==> src/rtl/tx_arb_pkg.sv <==
// ----------------------------------------------------------------------------
// tx_arb_pkg
// Shared types and helpers for tx_stream_arbiter.
//   arb_state_t   : arbiter FSM states
//   STREAM_ID_*   : stream identifier carried in the header MSB
//   hdr_pack()    : builds the header byte {stream_id, burst_len[6:0]}
// Optional feature macro (used by tx_stream_arbiter): TX_ARB_HEADER_EN
// ----------------------------------------------------------------------------
package tx_arb_pkg;

    typedef enum logic [2:0] {
        StIdle,
        StHdr,
        StHdrWait,
        StData,
        StDataWait
    } arb_state_t;

    localparam logic STREAM_ID_COL = 1'b0;
    localparam logic STREAM_ID_ROW = 1'b1;

    // Burst length field width inside the header byte (max burst 127).
    localparam int unsigned W_BLEN = 7;

    function automatic logic [7:0] hdr_pack(input logic stream_id,
                                            input logic [W_BLEN-1:0] len);
        return {stream_id, len};
    endfunction

endpackage

==> src/rtl/tx_arb_rr2.sv <==
// ----------------------------------------------------------------------------
// tx_arb_rr2
// Two-input round-robin picker (combinational).
//   i_req        : eligible flags, bit0 = col, bit1 = row
//   i_last_owner : stream served last (0 = col, 1 = row)
//   o_gnt        : one-hot pick, 2'b00 when nothing is eligible
// On a tie the stream that was not served last wins.
// ----------------------------------------------------------------------------
module tx_arb_rr2 (
    input  logic [1:0] i_req,
    input  logic       i_last_owner,
    output logic [1:0] o_gnt
);

    always_comb begin
        o_gnt = 2'b00;
        case (i_req)
            2'b01:   o_gnt = 2'b01;
            2'b10:   o_gnt = 2'b10;
            2'b11:   o_gnt = i_last_owner ? 2'b01 : 2'b10;
            default: o_gnt = 2'b00;
        endcase
    end

endmodule

==> src/rtl/tx_stream_arbiter.sv <==
// ----------------------------------------------------------------------------
// tx_stream_arbiter
// Shares one uart_tx between the column-result and row-result FIFOs. Each
// grant sends a burst of min(level, BURST_LEN) bytes; streams alternate
// round-robin when both are loaded.
//
// Optional feature macro: TX_ARB_HEADER_EN
//   defined   : every burst is preceded by a header byte {stream_id, len[6:0]}
//   undefined : raw data bytes only, IDLE goes straight to DATA
//
// Ports
//   i_clk, i_rst_l            : clock, asynchronous active-low reset
//   i_col_level / i_col_data  : column FIFO fill level and FWFT head byte
//   o_col_pop                 : column FIFO pop strobe
//   i_row_level / i_row_data  : row FIFO fill level and FWFT head byte
//   o_row_pop                 : row FIFO pop strobe
//   o_tx_dv / o_tx_byte       : byte strobe and registered byte to uart_tx
//   i_tx_active / i_tx_done   : uart_tx status and byte-complete pulse
//   o_grant                   : one-hot owner, bit0 = col, bit1 = row
//   o_busy                    : high whenever the FSM is not idle
// ----------------------------------------------------------------------------
module tx_stream_arbiter
    import tx_arb_pkg::*;
#(
    parameter int unsigned W_DATA    = 8,
    parameter int unsigned BURST_LEN = 64,
    parameter int unsigned W_LVL     = 10
) (
    input  logic              i_clk,
    input  logic              i_rst_l,
    input  logic [W_LVL-1:0]  i_col_level,
    input  logic [W_DATA-1:0] i_col_data,
    output logic              o_col_pop,
    input  logic [W_LVL-1:0]  i_row_level,
    input  logic [W_DATA-1:0] i_row_data,
    output logic              o_row_pop,
    output logic              o_tx_dv,
    output logic [W_DATA-1:0] o_tx_byte,
    input  logic              i_tx_active,
    input  logic              i_tx_done,
    output logic [1:0]        o_grant,
    output logic              o_busy
);

    localparam logic [W_LVL-1:0] LVL_CAP = W_LVL'(BURST_LEN);

    arb_state_t        state_q, state_d;
    logic [1:0]        grant_q, grant_d;
    logic              last_owner_q, last_owner_d;
    logic [W_BLEN-1:0] burst_len_q, burst_len_d;
    logic [W_BLEN-1:0] cnt_q, cnt_d;
    logic              tx_dv_q, tx_dv_d;
    logic [W_DATA-1:0] tx_byte_q, tx_byte_d;
    logic              col_pop_q, col_pop_d;
    logic              row_pop_q, row_pop_d;

    logic [1:0]        req;
    logic [1:0]        pick;
    logic [W_LVL-1:0]  col_len;
    logic [W_LVL-1:0]  row_len;
    logic [W_DATA-1:0] head_byte;

    assign req[0]  = (i_col_level != '0);
    assign req[1]  = (i_row_level != '0);
    assign col_len = (i_col_level > LVL_CAP) ? LVL_CAP : i_col_level;
    assign row_len = (i_row_level > LVL_CAP) ? LVL_CAP : i_row_level;
    assign head_byte = grant_q[1] ? i_row_data : i_col_data;

    tx_arb_rr2 u_rr2 (
        .i_req        (req),
        .i_last_owner (last_owner_q),
        .o_gnt        (pick)
    );

`ifdef TX_ARB_HEADER_EN
    logic [7:0] hdr_byte;
    assign hdr_byte = hdr_pack(grant_q[1] ? STREAM_ID_ROW : STREAM_ID_COL, burst_len_q);
`endif

    always_comb begin
        state_d      = state_q;
        grant_d      = grant_q;
        last_owner_d = last_owner_q;
        burst_len_d  = burst_len_q;
        cnt_d        = cnt_q;
        tx_dv_d      = 1'b0;
        tx_byte_d    = tx_byte_q;
        col_pop_d    = 1'b0;
        row_pop_d    = 1'b0;

        unique case (state_q)
            StIdle: begin
                if (pick != 2'b00) begin
                    grant_d     = pick;
                    // Latched once; later level changes cannot stretch the burst.
                    burst_len_d = W_BLEN'(pick[1] ? row_len : col_len);
                    cnt_d       = '0;
`ifdef TX_ARB_HEADER_EN
                    state_d     = StHdr;
`else
                    state_d     = StData;
`endif
                end
            end
`ifdef TX_ARB_HEADER_EN
            StHdr: begin
                if (!i_tx_active) begin
                    tx_dv_d   = 1'b1;
                    tx_byte_d = W_DATA'(hdr_byte);
                    state_d   = StHdrWait;
                end
            end
            StHdrWait: begin
                if (i_tx_done) begin
                    state_d = StData;
                end
            end
`endif
            StData: begin
                // i_tx_active gating also covers a byte left in flight by a reset.
                if (!i_tx_active) begin
                    tx_dv_d   = 1'b1;
                    tx_byte_d = head_byte;
                    col_pop_d = grant_q[0];
                    row_pop_d = grant_q[1];
                    cnt_d     = cnt_q + W_BLEN'(1);
                    state_d   = StDataWait;
                end
            end
            StDataWait: begin
                if (i_tx_done) begin
                    if (cnt_q == burst_len_q) begin
                        state_d      = StIdle;
                        grant_d      = 2'b00;
                        last_owner_d = grant_q[1];
                    end else begin
                        state_d = StData;
                    end
                end
            end
            default: begin
                state_d = StIdle;
                grant_d = 2'b00;
            end
        endcase
    end

    always_ff @(posedge i_clk or negedge i_rst_l) begin
        if (!i_rst_l) begin
            state_q      <= StIdle;
            grant_q      <= 2'b00;
            last_owner_q <= STREAM_ID_ROW;  // col wins the first tie
            burst_len_q  <= '0;
            cnt_q        <= '0;
            tx_dv_q      <= 1'b0;
            tx_byte_q    <= '0;
            col_pop_q    <= 1'b0;
            row_pop_q    <= 1'b0;
        end else begin
            state_q      <= state_d;
            grant_q      <= grant_d;
            last_owner_q <= last_owner_d;
            burst_len_q  <= burst_len_d;
            cnt_q        <= cnt_d;
            tx_dv_q      <= tx_dv_d;
            tx_byte_q    <= tx_byte_d;
            col_pop_q    <= col_pop_d;
            row_pop_q    <= row_pop_d;
        end
    end

    assign o_tx_dv   = tx_dv_q;
    assign o_tx_byte = tx_byte_q;
    assign o_col_pop = col_pop_q;
    assign o_row_pop = row_pop_q;
    assign o_grant   = grant_q;
    assign o_busy    = (state_q != StIdle);

endmodule

==> config.mk <==
export PLATFORM = sky130hd
export DESIGN_NAME = tx_stream_arbiter
export DESIGN_NICKNAME = d
export VERILOG_FILES = /design/src/rtl/tx_arb_pkg.sv /design/src/rtl/tx_arb_rr2.sv /design/src/rtl/tx_stream_arbiter.sv
export SDC_FILE = /design/constraint.sdc
export NUM_CORES = 1
export LEC_CHECK = 0
export BUFFER_PORTS_ARGS = -buffer_cell sky130_fd_sc_hd__buf_2
export CORE_AREA = 3 3 67 69
export DETAILED_ROUTE_END_ITERATION = 10
export DIE_AREA = 0 0 70 72
export PLACE_DENSITY = 0.63
export SYNTH_ARGS = -nofsm -noshare
export SYNTH_HDL_FRONTEND = slang
export SYNTH_SLANG_ARGS = --single-unit
==> constraint.sdc <==
create_clock -name i_clk -period 1.9 [get_ports i_clk]
set_input_delay 0.475 -clock i_clk [delete_from_list [all_inputs] [get_ports i_clk]]
set_output_delay 0.475 -clock i_clk [all_outputs]
set_load 0.02 [all_outputs]
==> results of run 1 <==
metal layers:
| layer | vias to the layer above | track usage |
|---|---|---|
| met5 | - | 0 |
| met4 | 0 | 0.05532 |
| met1 | 650 | 0.2055 |
| met3 | 5 | 0.06233 |
| li1 | 692 | - |
| met2 | 49 | 0.2613 |
state kept, by name (all words and copies together), names as in the netlist:
name	count
o_tx_byte	8
burst_len_q	7
cnt_q	7
o_grant	2
state_q	2
last_owner_q	1
o_col_pop	1
o_row_pop	1
o_tx_dv	1
stage by stage:
| stage | instance area (µm²) | instances | hold slack [ps] | utilization | power [mW] |
|---|---|---|---|---|---|
| after floorplan | 1568 | 155 | 179.4 | - | 1.794 |
| after global placement | 1936 | 262 | 504.1 | 0.4874 | 2.225 |
| after detailed placement | 1936 | 262 | 510.4 | 0.4874 | 2.231 |
| after CTS | 2031 | 270 | 243.5 | 0.5113 | 2.792 |
| after global routing | 2046 | 270 | 271.4 | 0.5151 | 3.000 |
| final | 2046 | 270 | 222.1 | 0.5151 | 2.775 |
power groups by stage:
stage                     Clock, mW  Sequential [mW]  Combinational [mW]
final                         0.547             1.00                1.23
after global routing          0.595             1.03                1.37
after CTS                     0.562             1.01                1.22
after detailed placement          0             1.01                1.22
after global placement            0             1.01                1.21
after floorplan                   0             1.14               0.655
repair_timing:
item	4_1_cts	5_1_grt
buffers inserted	0	0
endpoints found under the setup margin	0	6
gates resized for setup	0	3
worst paths after layout:
kind,to,depth (start not counted),start
setup / recovery,o_grant[0]$_DFFE_PN0P_,5,cnt_q[4]$_DFFE_PN0P_
hold / removal,cnt_q[0]$_DFFE_PN0P_,1,i_rst_l
setup reg to reg,o_grant[0]$_DFFE_PN0P_,5,cnt_q[4]$_DFFE_PN0P_
hold reg to reg,burst_len_q[6]$_DFFE_PN0P_,1,burst_len_q[6]$_DFFE_PN0P_
max in group asynchronous,o_tx_byte[7]$_DFFE_PN0P_,1,i_rst_l
min in group i_clk,state_q[2]$_DFFE_PN0P_,2,i_tx_done
final cells by class:
| cell class | count | area [µm²] |
|---|---|---|
| tap | 50 | 62.56 |
| clock buffer | 6 | 82.58 |
| fill | 396 | 1926 |
| timing repair buffer | 62 | 332.8 |
| inverter | 3 | 11.26 |
| multi-input combinational | 117 | 792.0 |
| sequential | 30 | 752.0 |
| clock inverter | 2 | 12.51 |
cells in the final DEF, fill, tap and decap left out, types with 2 or more instances in the layout:
cell	synthesis	routed
and2_1	7	7
inv_1	2	2
nand3_1	4	4
nor4_1	3	2
mux2i_1	8	8
dfrtp_1	29	29
nor4_2	3	4
o21ai_1	2	2
nand2_1	7	7
nor3_1	2	2
xor2_1	9	9
buf_2	1	53
o2bb2ai_1	2	2
xnor2_1	4	4
clkbuf_8	0	6
nand4_1	4	4
o21ai_0	3	3
a221o_1	6	6
buf_4	0	9
nor2_1	23	22
a21oi_1	11	11
worst reg2reg max path, stage by stage (launching register included):
cell and delay, ps:
dfrtp_1 430, xor2_1 190, nor4_2 340, nand4_1 250, a311oi_2 320, a21oi_1 70
kinds of logic (layout without fill, tap and decap cells):
family,Yosys count,after routing,share of synthesized area
mux,8,8,0.05108
xor+xnor,13,13,0.07263
simple gates,61,61,0.2123
buf+inv,8,73,0.02474
flops,30,30,0.4797
compound gates,34,34,0.1517
fa+ha+maj,1,1,0.007980
==> out/qor.txt, run 1 <==
status - finished clean
fin nets - 260
main flop type after synthesis - dfrtp_1
setup_tns - 0 ps
Max Slew Vio Count - 0
WL met2 - 1732 µm
core area - 3971 µm²
CP Max Fanout - 4
first-pass iteration count of the detailed router - 4
Arr. time, crit path - 1880 ps
Required @ worst endpoint - 2070 ps
fin crit period - 1715 ps
WL/cell - 13.55 µm
CP max-delay cell - dfrtp_1
setup violators final - 0
relative slew slack - 0.5503
CTS tree - built
Starting DRT DRC Count - 46
root buffer cell - clkbuf_8
Place WS - -5.529 ps
largest net degree at the start of global routing - 31
Setup crit end kind - flip-flop
RSZ-0062 raised after global routing - no
Net Count, Synth - 196
vias per cell - 5.170
Cells after Synth - 155
Commonest cells post-synth - 29 x dfrtp_1, 23 x nor2_1, 11 x a21oi_1
number of global-route vias before repair - 1,445
number of synthesized flops with an enable pin - 0
Detailed Route WL - 3659 µm
Logic pwr share - 0.442
initial antenna violation count - 0
layout cells sized above 1 - 0.3727
sequential-to-total area share from yosys stat - 0.4796
clock share of power - 0.197
Worst path max stage delay - 430 ps
CP Class - reg -> reg
ys async rst share - 1.000
Worst Setup Start Kind - flip-flop
max cap viols - 0
synth warn - 0
Final WS setup - 184.7 ps
GRT Residual Overflow - 0
P&R area growth vs syn - 30.49%
die width - 70 µm
H-tree levels - 2
# DRC - 0
clk slew on worst S/H paths - 70 ps
Clock Latency Late Sink - 280 ps
Pint - 1.658 mW
Cell Chain, Critical Path - xor2_1, nor4_2, nand4_1, a311oi_2, a21oi_1
Die ar. - 5040 µm²
met1 WL - 1580 µm
row count - 23
DP HPWL - 2814 µm
P per Cell Area - 1357 nW/µm²
Yosys top cell by area - dfrtp_1
Yosys reg bits - 30
total number of vias - 1,396
PortBufs - 53
CTS sink count - 30
Reg2Reg Setup Slack - 180 ps
Final Cycle Share - 0.9028
metal3 WL - 303 µm
Largest delay share family, worst path - simple AND/OR/NAND/NOR gates
Highest Signal Layer - met4
GR Util All Layers - 0.1637
Final Hold Vio Count - 0
Reg power frac - 0.361
Placer Congestion - 0.8192
worst slew pin tran - 674.5 ps
synth unique cells - 42
top cells by area, synth - dfrtp_1 46%, nor2_1 5.5%, mux2i_1 5.1%, xor2_1 5.0%, a221o_1 3.8%
clk buf depth - 2
Worst Path Buf+Inv - 0
worst vdd ir - 0.0008322 V
Starting Density - 0.3948
ant diodes - 0
Mean Syn Cell Area - 10.11 µm²
Max Clk Rate - 583.0 MHz
switching share of power - 0.4026
top-count cell post-synth - dfrtp_1
CTS Buf Count - 5
first-pass GRT wire length - 6548 µm
post-cts hold buffer count - 0
LEAKAGE - 0.9903 nW
I/O pin count - 54
post-synthesis instance area - 1568 µm²
type of the tightest min-delay check - in -> async
clock skew - 4.367 ps
die height - 72 µm
Yosys top cell area share - 0.4629
P_sw - 1.117 mW
DRT antenna net count - 0
No activity file was read; power rests on OpenSTA's default activity.
==> run 2: changes to the inputs <==
--- a/config.mk
+++ b/config.mk
@@ -9,6 +9,7 @@
 export CORE_AREA = 3 3 67 69
 export DETAILED_ROUTE_END_ITERATION = 10
 export DIE_AREA = 0 0 70 72
+export MAX_ROUTING_LAYER = met4
 export PLACE_DENSITY = 0.63
 export SYNTH_ARGS = -nofsm -noshare
 export SYNTH_HDL_FRONTEND = slang
==> run 2 against run 1 <==
Effect of this change: sequential power barely moved; final cell count did not move; via count shrank 0.43%; clock power about the same; global-route usage rose by 0.46 points; worst hold slack barely moved; wire length is 0.16% lower; clock-buffer cell count is the same; register-to-register slack about the same; fmax barely moved; power about the same; critical path type unchanged; critical endpoint unchanged.
==> out/qor.txt, run 2 (same netlist as run 1, synthesis figures left out) <==
PortBufs - 53 (unchanged)
dpl cell area - 1936 µm² (unchanged)
first-pass GRT wire length - 6541 µm (-0.11%)
Clock Latency Late Sink - 280 ps (about the same)
Post-CTS Resized - 0 (unchanged)
max cap viols - 0 (unchanged)
P&R area growth vs syn - 30.49% (unchanged)
P per Cell Area - 1357 nW/µm² (about the same)
fin crit period - 1716 ps (+0.2000 ps)
post-CTS setup buffer count - 0 (unchanged)
reg2reg end - o_grant[0]$_DFFE_PN0P_
status - finished clean
Detailed Route WL - 3653 µm (-0.16%)
Placer Congestion - 0.8315 (+1.5%)
Max Clk Rate - 582.9 MHz (about the same)
die height - 72 µm (unchanged)
post-cts hold buffer count - 0 (unchanged)
core area - 3971 µm² (unchanged)
row count - 23 (unchanged)
clock skew - 4.028 ps (-0.3388 ps)
Arr. time, crit path - 1880 ps (about the same)
CP Launch Point - cnt_q[4]$_DFFE_PN0P_
root buffer cell - clkbuf_8
reg2reg start - cnt_q[4]$_DFFE_PN0P_
type of the tightest min-delay check - in -> async
RSZ-0062 raised after global routing - no
DRT antenna net count - 0 (unchanged)
fin cells - 270 (unchanged)
Logic pwr share - 0.442 (about the same)
Cell Chain, Critical Path - xor2_1, nor4_2, nand4_1, a311oi_2, a21oi_1
Reg2Reg Setup Slack - 180 ps (about the same)
Final Cell Area - 2046 µm² (unchanged)
CP Max Fanout - 4 (unchanged)
Die ar. - 5040 µm² (unchanged)
total number of vias - 1,390 (-0.43%)
first-pass iteration count of the detailed router - 4 (unchanged)
setup_tns - 0 ps (unchanged)
Max Slew Vio Count - 0 (unchanged)
DP HPWL - 2814 µm (unchanged)
Final Hold Vio Count - 0 (unchanged)
worst vdd ir - 0.0008340 V (+0.21%)
max reg flops - 8 (unchanged)
Placed Instances - 262 (unchanged)
fin nets - 260 (unchanged)
CTS sink count - 30 (unchanged)
I/O pin count - 54 (unchanged)
Starting DRT DRC Count - 67 (+46%)
worst slew pin tran - 674.3 ps (-0.2472 ps)
CTS tree - built
GRT Residual Overflow - 0 (unchanged)
Reg power frac - 0.361 (about the same)
Final Cycle Share - 0.9029 (about the same)
ant diodes - 0 (unchanged)
Required @ worst endpoint - 2070 ps (about the same)
CP Class - reg -> reg
H-tree levels - 2 (unchanged)
relative slew slack - 0.5505 (about the same)
Worst Reg-to-Reg Cells - 5 (unchanged)
Pint - 1.658 mW (about the same)
Worst Setup Start Kind - flip-flop
commonest cells after routing, fill and taps aside - 53 x buf_2, 29 x dfrtp_1, 22 x nor2_1
clock share of power - 0.197 (about the same)
LEAKAGE - 0.9903 nW (unchanged)
hold slack - 222.0 ps (-0.06400 ps)
number of global-route vias before repair - 1,447 (+0.14%)
GR Util All Layers - 0.1683 (+0.004638)
Place WS - -5.529 ps (unchanged)
# DRC - 0 (unchanged)
Tot Pwr - 2.775 mW (about the same)
vias per cell - 5.148 (-0.43%)
Starting Density - 0.3948 (unchanged)
CP max-delay cell - dfrtp_1
fin util - 0.5151 (unchanged)
layout cells sized above 1 - 0.3727 (unchanged)
switching share of power - 0.4025 (about the same)
Worst path max stage delay - 430 ps (about the same)
commonest non-fill, non-tap cell in the layout - buf_2
P_sw - 1.117 mW (about the same)
clk buf depth - 2 (unchanged)
CTS Buf Count - 5 (unchanged)
WL/cell - 13.53 µm (-0.16%)
setup violators final - 0 (unchanged)
clk slew on worst S/H paths - 70 ps (about the same)
largest net degree at the start of global routing - 31 (unchanged)
initial antenna violation count - 0 (unchanged)
Final WS setup - 184.5 ps (-0.2000 ps)
die width - 70 µm (unchanged)
Setup crit end kind - flip-flop
run 2: worst max-delay path: cells and delay by family, from the launching register on:
family,cells,cell delay [ps]
and+or+nand+nor,2,590
DFF,1,430
AOI/OAI and AO/OA,2,380
xor gates and xnor gates,1,190
run 2: per-layer routing:
metal | global-route usage | up-vias | part of all wire
met5 | - | - | 0
li1 | - | 690 | -
met3 | 0.05263 | 7 | 0.070
met4 | 0.05532 | 0 | 0.015
met2 | 0.2623 | 49 | 0.47
met1 | 0.2099 | 644 | 0.44
run 2: worst max path at each step:
stage                                      end  slack [ps]  cells past startpoint
floorplan           burst_len_q[2]$_DFFE_PN0P_         150                      6
global placement    burst_len_q[3]$_DFFE_PN0P_          50                      7
detailed placement  burst_len_q[3]$_DFFE_PN0P_          -6                      6
CTS                     o_grant[0]$_DFFE_PN0P_          60                      5
global route            o_grant[0]$_DFFE_PN0P_          20                      5
finish                  o_grant[0]$_DFFE_PN0P_         180                      5
run 2: final cells by class:
type                       instances  area (µm²)
tap                               50       62.56
clock buffer                       6       82.58
fill                             396        1926
sequential                        30       752.0
clock inverter                     2       12.51
inverter                           3       11.26
multi-input combinational        117       792.0
timing repair buffer              62       332.8
run 2: power groups by stage:
stage	Sequential (mW)	Clock [mW]	Combinational, mW
floorplan	1.14	0	0.655
global route	1.03	0.595	1.37
detailed placement	1.01	0	1.22
finish	1.00	0.546	1.23
CTS	1.01	0.562	1.22
global placement	1.01	0	1.21
==> run 3: changes to the inputs <==
==> constraint.sdc (replaced) <==
create_clock -name i_clk -period 1.72 [get_ports i_clk]
set_input_delay 0.43 -clock i_clk [delete_from_list [all_inputs] [get_ports i_clk]]
set_output_delay 0.43 -clock i_clk [all_outputs]
set_load 0.02 [all_outputs]
==> run 3 against run 2 <==
Effect of this change: clock skew fell by 1.7 ps; register-to-register slack got worse by 130 ps; critical path depth rose by 1; sequential cell count did not move; final cell count rose by 7.0%; clock power rose by 62%; clock-buffer cell count did not move; sequential share of layout area fell by 3.2 points; largest cell class unchanged; largest power group unchanged.
==> out/qor.txt, run 3 (same netlist as run 1, synthesis figures left out) <==
PortBufs - 53 (unchanged)
clock skew - 2.362 ps (-1.666 ps)
CTS tree - built
post-CTS setup buffer count - 0 (unchanged)
largest net degree at the start of global routing - 31 (unchanged)
relative slew slack - 0.7393 (+0.1889)
total number of vias - 1,423 (+2.4%)
Seq. cell area - 752.0 µm² (unchanged)
setup violators final - 0 (unchanged)
Required @ worst endpoint - 1880 ps (-190 ps)
layout cells sized above 1 - 0.4184 (+0.04568)
fin cells - 289 (+7.0%)
die width - 70 µm (unchanged)
CTS sink count - 30 (unchanged)
WL/cell - 13.29 µm (-1.8%)
root buffer cell - clkbuf_8
core area - 3971 µm² (unchanged)
commonest cells after routing, fill and taps aside - 53 x buf_2, 29 x dfrtp_1, 28 x buf_4
clk slew on worst S/H paths - 70 ps (about the same)
row count - 23 (unchanged)
Die ar. - 5040 µm² (unchanged)
Clock Latency Late Sink - 280 ps (about the same)
fin crit period - 1662 ps (-53.73 ps)
GR Util All Layers - 0.1623 (-0.006050)
number of global-route vias before repair - 1,453 (+0.41%)
vias per cell - 4.924 (-4.4%)
max cap viols - 0 (unchanged)
Placed Instances - 281 (+7.3%)
Placer Congestion - 0.8145 (-2.0%)
Detailed Route WL - 3840 µm (+5.1%)
Fill cells - 355 (-10%)
max reg flops - 8 (unchanged)
I/O pin count - 54 (unchanged)
type of the tightest min-delay check - in -> async
ant diodes - 0 (unchanged)
Final Hold Vio Count - 0 (unchanged)
post-cts hold buffer count - 0 (unchanged)
P per Cell Area - 1542 nW/µm² (+14%)
commonest non-fill, non-tap cell in the layout - buf_2
GRT Residual Overflow - 0 (unchanged)
Cell Chain, Critical Path - xor2_1, nor4_2, buf_4, nand4_1, a311oi_1, a21oi_1
P&R area growth vs syn - 42.78%
CP Launch Point - cnt_q[0]$_DFFE_PN0P_
Worst path max stage delay - 400 ps (-30 ps)
worst slew pin tran - 391.0 ps (-283.3 ps)
fin nets - 279 (+7.3%)
Place WS - -194.8 ps (-189.2 ps)
# DRC - 0 (unchanged)
LEAKAGE - 1.108 nW (+12%)
CP Class - reg -> reg
Starting Density - 0.3948 (unchanged)
clk buf depth - 2 (unchanged)
Max Clk Rate - 601.8 MHz (+3.2%)
initial antenna violation count - 0 (unchanged)
DRT antenna net count - 0 (unchanged)
CTS Buf Count - 5 (unchanged)
die height - 72 µm (unchanged)
CP max-delay cell - dfrtp_1
DP HPWL - 2937 µm (+4.3%)
status - finished clean
reg2reg start - cnt_q[0]$_DFFE_PN0P_
Setup crit end kind - flip-flop
Final WS setup - 58.21 ps (-126.3 ps)
first-pass iteration count of the detailed router - 4 (unchanged)
worst vdd ir - 0.0008505 V (+2.0%)
multi-input logic area - 794.5 µm² (+0.32%)
Arr. time, crit path - 1820 ps (-60 ps)
CP Max Fanout - 4 (unchanged)
RSZ-0062 raised after global routing - yes
Worst Setup Start Kind - flip-flop
Max Slew Vio Count - 0 (unchanged)
first-pass GRT wire length - 6410 µm (-2.0%)
Reg2Reg Setup Slack - 60 ps (-130 ps)
Final Cycle Share - 0.9662 (+0.06325)
H-tree levels - 2 (unchanged)
Starting DRT DRC Count - 85 (+27%)
-- run 3: cell count changes in the layout (fill, tap and decap cells not counted) --
cell        before  now
nor4_2           4    3
clkinvlp_4       1    0
bufinv_16        0    2
a311oi_2         1    0
a311oi_1         0    1
clkinv_2         1    0
nor4_4           0    1
buf_4            9   28
-- run 3: timing repair --
action | in CTS | in global routing
resized for setup | 0 | 3
gates cloned | 0 | 0
setup endpoints to repair | 1 | 3
pin swaps | 2 | 2
-- run 3: report_power, final --
part	internal (mW)	switching, mW
Clock	0.618	0.269
Sequential	0.943	0.158
Combinational	0.651	0.814
-- run 3: worst paths after layout --
check | end | depth (start not counted)
worst max-delay path | o_grant[0]$_DFFE_PN0P_ | 6
worst min-delay path | burst_len_q[5]$_DFFE_PN0P_ | 2
worst max register to register | o_grant[0]$_DFFE_PN0P_ | 6
worst min register to register | o_tx_byte[6]$_DFFE_PN0P_ | 2
max in group asynchronous | last_owner_q$_DFFE_PN1P_ | 2
min in group i_clk | state_q[2]$_DFFE_PN0P_ | 2
-- run 3: final cells by class --
type,count,share of cell area
clock buffers,6,0.03689
clock inverters,2,0.02683
inverters,3,0.005031
multi-input cells,117,0.3549
flip-flops and latches,30,0.3359
well taps,50,0.02795
repair buffers,81,0.2124
-- run 3: worst max-delay path: cells and delay by family, from the launching register on --
kind	cells	cell delay (ps)
XOR/XNOR	1	170
AND/OR/NAND/NOR	2	450
flip-flops	1	400
buffers and inverters	1	160
AO/OA/AOI/OAI	2	370
-- run 3: routing by layer --
metal | up-vias | wire length (µm) | track usage
met4 | 0 | 20 | 0.03191
met5 | - | 0 | -
met1 | 647 | 1817 | 0.2083
met3 | 3 | 235 | 0.04017
met2 | 48 | 1767 | 0.2644
li1 | 725 | - | -
-- run 3: stage by stage --
step,area (µm²),hold WS [ps],util,setup TNS [ps],power [mW]
after floorplan,1568,134.4,-,0,1.982
after global placement,2078,466.0,0.5233,-722.6,2.553
after detailed placement,2078,466.1,0.5233,-1261,2.562
after CTS,2221,168.9,0.5592,0,3.470
after global routing,2238,190.6,0.5636,-27.29,3.682
final,2238,155.7,0.5636,0,3.453
